[src/rtl/clk_tick_ctrl.sv]
// clk_tick_ctrl: one free-running prescaler shared by NCH tick channels.
// Each channel has a runtime-programmable period (shadowed, applied at wrap)
// and produces a one-cycle tick pulse plus a square-wave toggle. A small
// synchronous register port sets enables, interrupt enables, sticky status
// flags and the per-channel periods.
module clk_tick_ctrl #(
    parameter int PRESCALE = 49,
    parameter int NCH      = 4,
    parameter int PW       = 16
) (
    input  logic           clk_in,
    input  logic           rstn,
    input  logic           wr_en,
    input  logic [3:0]     wr_addr,
    input  logic [31:0]    wr_data,
    input  logic [3:0]     rd_addr,
    output logic [31:0]    rd_data,
    output logic [NCH-1:0] tick,
    output logic [NCH-1:0] toggle,
    output logic           irq
);

    localparam int             PCW  = (PRESCALE > 0) ? $clog2(PRESCALE + 1) : 1;
    localparam logic [PCW-1:0] PMAX = PCW'(PRESCALE);

    logic [PCW-1:0] pcnt_r;
    logic           base_s;

    logic [NCH-1:0] en_r;
    logic [NCH-1:0] ie_r;
    logic [NCH-1:0] status_r;
    logic [NCH-1:0] tick_r;
    logic [NCH-1:0] toggle_r;
    logic [NCH-1:0] run_r;
    logic           irq_r;
    logic [PW-1:0]  cnt_r     [NCH];
    logic [PW-1:0]  per_act_r [NCH];
    logic [PW-1:0]  per_sh_r  [NCH];

    logic           ctrl_we_s;
    logic           stat_we_s;
    logic [NCH-1:0] per_we_s;
    logic [NCH-1:0] clr_s;
    logic [NCH-1:0] tick_nxt_s;
    logic [PW-1:0]  per_rd_s;
    logic           unused_wr_s;

    // Upper write-data bits beyond the defined fields are intentionally dropped.
    assign unused_wr_s = &{1'b0, wr_data};

    assign base_s = (pcnt_r == PMAX);
    assign tick   = tick_r;
    assign toggle = toggle_r;
    assign irq    = irq_r;

    // Free-running prescaler: counts 0..PRESCALE regardless of channel enables.
    always_ff @(posedge clk_in or negedge rstn) begin
        if (!rstn) begin
            pcnt_r <= {PCW{1'b0}};
        end else if (base_s) begin
            pcnt_r <= {PCW{1'b0}};
        end else begin
            pcnt_r <= pcnt_r + PCW'(1);
        end
    end

    // Write address decode and status write-1-to-clear mask.
    always_comb begin
        ctrl_we_s = wr_en && (wr_addr == 4'd0);
        stat_we_s = wr_en && (wr_addr == 4'd1);
        if (stat_we_s) begin
            clr_s = wr_data[NCH-1:0];
        end else begin
            clr_s = {NCH{1'b0}};
        end
        for (int i = 0; i < NCH; i++) begin
            per_we_s[i] = wr_en && (wr_addr == 4'(i + 2));
        end
    end

    // A channel wraps on a base tick once started and its count hits the active period.
    always_comb begin
        for (int i = 0; i < NCH; i++) begin
            tick_nxt_s[i] = en_r[i] && base_s && run_r[i] && (cnt_r[i] == per_act_r[i]);
        end
    end

    // Register file: CTRL, sticky STATUS (set beats clear) and period shadows.
    always_ff @(posedge clk_in or negedge rstn) begin
        if (!rstn) begin
            en_r     <= {NCH{1'b0}};
            ie_r     <= {NCH{1'b0}};
            status_r <= {NCH{1'b0}};
            for (int i = 0; i < NCH; i++) begin
                per_sh_r[i] <= {PW{1'b0}};
            end
        end else begin
            if (ctrl_we_s) begin
                en_r <= wr_data[NCH-1:0];
                ie_r <= wr_data[2*NCH-1:NCH];
            end
            status_r <= (status_r & ~clr_s) | tick_nxt_s;
            for (int i = 0; i < NCH; i++) begin
                if (per_we_s[i]) begin
                    per_sh_r[i] <= wr_data[PW-1:0];
                end
            end
        end
    end

    // Channel counters: the first base tick after enable only arms the channel,
    // later base ticks count up; the shadow period is loaded at each wrap.
    always_ff @(posedge clk_in or negedge rstn) begin
        if (!rstn) begin
            run_r    <= {NCH{1'b0}};
            toggle_r <= {NCH{1'b0}};
            tick_r   <= {NCH{1'b0}};
            for (int i = 0; i < NCH; i++) begin
                cnt_r[i]     <= {PW{1'b0}};
                per_act_r[i] <= {PW{1'b0}};
            end
        end else begin
            tick_r <= tick_nxt_s;
            for (int i = 0; i < NCH; i++) begin
                if (!en_r[i]) begin
                    run_r[i]     <= 1'b0;
                    toggle_r[i]  <= 1'b0;
                    cnt_r[i]     <= {PW{1'b0}};
                    per_act_r[i] <= per_sh_r[i];
                end else if (base_s) begin
                    if (!run_r[i]) begin
                        run_r[i] <= 1'b1;
                    end else if (cnt_r[i] == per_act_r[i]) begin
                        cnt_r[i]     <= {PW{1'b0}};
                        toggle_r[i]  <= ~toggle_r[i];
                        per_act_r[i] <= per_sh_r[i];
                    end else begin
                        cnt_r[i] <= cnt_r[i] + PW'(1);
                    end
                end
            end
        end
    end

    // Interrupt follows the registered STATUS masked by IE, one cycle behind.
    always_ff @(posedge clk_in or negedge rstn) begin
        if (!rstn) begin
            irq_r <= 1'b0;
        end else begin
            irq_r <= |(status_r & ie_r);
        end
    end

    // Period readback mux: OR of address-qualified shadow registers.
    always_comb begin
        per_rd_s = {PW{1'b0}};
        for (int i = 0; i < NCH; i++) begin
            per_rd_s = per_rd_s | (per_sh_r[i] & {PW{rd_addr == 4'(i + 2)}});
        end
    end

    // Combinational read port; unmapped addresses return zero.
    always_comb begin
        if (rd_addr == 4'd0) begin
            rd_data = 32'({ie_r, en_r});
        end else if (rd_addr == 4'd1) begin
            rd_data = 32'(status_r);
        end else begin
            rd_data = 32'(per_rd_s);
        end
    end

endmodule

[config.mk]
export PLATFORM = sky130hd
export DESIGN_NAME = clk_tick_ctrl
export DESIGN_NICKNAME = d
export VERILOG_FILES = /design/src/rtl/clk_tick_ctrl.sv
export SDC_FILE = /design/constraint.sdc
export NUM_CORES = 1
export LEC_CHECK = 0
export CORE_ASPECT_RATIO = 1.2
export CORE_MARGIN = 2
export CORE_UTILIZATION = 60
export CTS_BUF_LIST = sky130_fd_sc_hd__clkbuf_2 sky130_fd_sc_hd__clkbuf_4 sky130_fd_sc_hd__clkbuf_8
export DETAILED_ROUTE_END_ITERATION = 12
export PLACE_DENSITY = 0.82
export SYNTH_ARGS = -nofsm -noshare
export SYNTH_HDL_FRONTEND = slang
export SYNTH_SLANG_ARGS = --single-unit
[constraint.sdc]
create_clock -name clk_in -period 2.82 [get_ports clk_in]
set_input_delay 0.423 -clock clk_in [delete_from_list [all_inputs] [get_ports clk_in]]
set_output_delay 0.423 -clock clk_in [all_outputs]
set_load 0.1 [all_outputs]
==> run metrics <==
Tot Pwr slightly above 0.009 W; status finished, final reports clean; worst flop-to-flop path startpoint pcnt_r[0]$_DFF_PN0_; Core ar. 17600 µm²; Startpoint Class input pin; pre-CTS setup slack 0.0975 ns; Reg area 5580 µm²; async set-reset flop share out of synthesis 100%; WS Path Type in -> out; Starting Density 61.5%; R2R cell count 6; Cell Area, Placed around 12000 µm²; Final Hold Vio Count 0; layout cell share with drive strength beyond 1 24.7%; Sum Neg Setup Slack 0 ns; power density over the cells 731 nW/µm²; # setup viols final 0; Min-Delay Path Class in -> async; routed wire length approximately 26 mm; post-synth top area cell dfrtp_1; H-tree depth 2; largest net degree at the start of global routing 86; VDD IR-drop max 0.482 mV; Synth top area share 51.7%; via count approximately 7600; slowest CP cell clkdlybuf4s50_1; per-cell routed wire length around 20 µm; nature of the critical path endpoint output port; WP data arrival 2.33 ns; root buffer cell clkbuf_8; DRT iter0 DRCs 646; CTS tree yes; Final Cycle Share 97.5%; # fillers 1219; # DRC 0; critical path's top delay family buffers and inverters; ys flop type dfrtp_1; worst setup margin 0.0697 ns; most frequent cells in the layout dfrtp_1 (223), mux2_2 (121), nor2_1 (81); dpl hpwl 17.6 mm; min Tclk post-route 2.75 ns; clk_skew ~0.023 ns; Layout Nets between 1000 and 1500; crit-path most repeated cell buf_12; antenna-violating nets left 0; CP bufs+invs 3; max_cap viols 0; post-CTS resize count 0; Die Y 151 µm; clock sinks around 220; Die ar. 19100 µm²; post-synthesis cell type count 62; Slew Limit Fails 0; Core Util, Final 71.2%; Skew-Pair Late Insertion Delay 0.54 ns; drt first pass iters 6; first-pass GRT wire length 41.6 mm; Num CTS Buffers 37; warnings from Yosys 0; count of flip-flops with a built-in enable after synthesis 0; gr ovfl total 0; data required time of the critical path 2.40 ns; R2R Setup Slk 0.34 ns; post-CTS setup buffers 0; Row Count 53; most common cell after layout, fill and taps aside dfrtp_1; Syn Inst Count roughly 930; worst-path maximum fanout 16; Leak 5.54 nW; flops & latches, synth about 220; Worst-Margin Slew 1.14 ns; P&R area growth vs syn 15.8%; CTS Hold Bufs 1; largest stage delay on the critical path a little under 0.6 ns; I/O pins 84; diode count 0; area of the multi-input gates about 4900 µm²; RSZ-0062 raised after global routing no; vias in the first global route 7736; Seq/Total Area, Yosys 51.7%; Die Width around 130 µm; worst-path cell chain clkdlybuf4s50_1 -> nor4bb_2 -> buf_12 -> a22oi_1 -> a31oi_2 -> buf_12; fin area 12500 µm²; port buffer count 51; clk slew on worst S/H paths around 0.060 ns; CTS max path bufs 3; Mapped Area 10800 µm²; Placer Congestion 0.888; drt via density between 6 and 7; Worst R2R End cnt_r[62]$_DFFE_PN0P_; Area contributors post-synth dfrtp_1 (52%), mux2_2 (13%), xor2_1 (6.0%); Slew Limit Headroom 23.7%; Total Routing Usage GR ~28%; fmax roughly 0.36 GHz; initial antenna violation count 0; syn_area_per_cell 11.6 µm²
## metrics by stage
step,hold WS [ns],cells
after CTS,0.496,1248
after global routing,0.524,1248
after detailed placement,0.470,1183
after floorplan,0.127,947
final,0.472,1248
after global placement,0.463,1183
## final cells by class
cell class	count	share of cell area, %
flip-flops and latches	223	44.6
repair buffers	76	7.24
clock buffers	55	5.50
well taps	220	2.20
inverters	9	0.270
clock inverters	9	0.640
multi-input cells	656	39.5
## worst register-to-register path: cells and delay by family, from the launching register on
family / cells / cell delay, ns
compound gates: 1 / 0.88
flops: 1 / 0.42
xor+xnor: 1 / 0.21
fa+ha+maj: 1 / 0.27
simple gates: 3 / 0.60
## worst max path at each step
stage	from	end	slack (ns)	depth (start not counted)
3_3_place_gp	rd_addr[0]	rd_data[0]	0.13	6
3_5_place_dp	rd_addr[2]	rd_data[0]	0.1	6
2_1_floorplan	rd_addr[0]	rd_data[0]	0.07	3
4_1_cts	rd_addr[2]	rd_data[3]	0.09	6
6_report	rd_addr[0]	rd_data[0]	0.07	6
5_1_grt	rd_addr[0]	rd_data[0]	0.007	6
## state kept, by name, summed over array words and instances, names as in the netlist
register,flops
tick,4
pcnt_r,6
per_act_r,64
en_r,4
status_r,4
per_sh_r,64
run_r,4
irq,1
toggle,4
cnt_r,64
ie_r,4
## cell families after synthesis
family	after synthesis	share of synthesized area, %
AOI/OAI and AO/OA	89	6.54
muxes	140	14.5
xor gates and xnor gates	113	9.16
DFF	223	51.7
other	1	0.0347
adders and majority gates	6	0.695
and+or+nand+nor	292	13.8
buffers and inverters	68	3.56
## layer usage
| metal | GRT usage, % | part of all wire, % |
|---|---|---|
| met4 | 12.3 | 4.1 |
| met5 | 0 | 0 |
| met2 | 44.3 | 48 |
| met1 | 37.5 | 41 |
| met3 | 5.62 | 6.3 |
## cells in the mapped netlist, types with 5 or more instances
cell / instances
a211oi_1: 6
a21boi_0: 5
a21oi_1: 6
a221o_1: 5
a22oi_1: 30
a31oi_1: 5
and3_1: 7
and4_1: 11
buf_2: 10
buf_4: 23
clkbuf_1: 22
dfrtp_1: 223
ha_1: 6
inv_1: 9
mux2_1: 15
mux2_2: 121
nand2_1: 68
nand3_1: 29
nand4_1: 20
nor2_1: 81
nor3_1: 16
nor4_1: 25
xnor2_1: 39
xor2_1: 74
## report_power, final
part           internal, W  switching [W]
Combinational     0.000875       0.000917
Sequential         0.00382       0.000590
Clock              0.00166        0.00127
(Power assumes the default switching activity.)
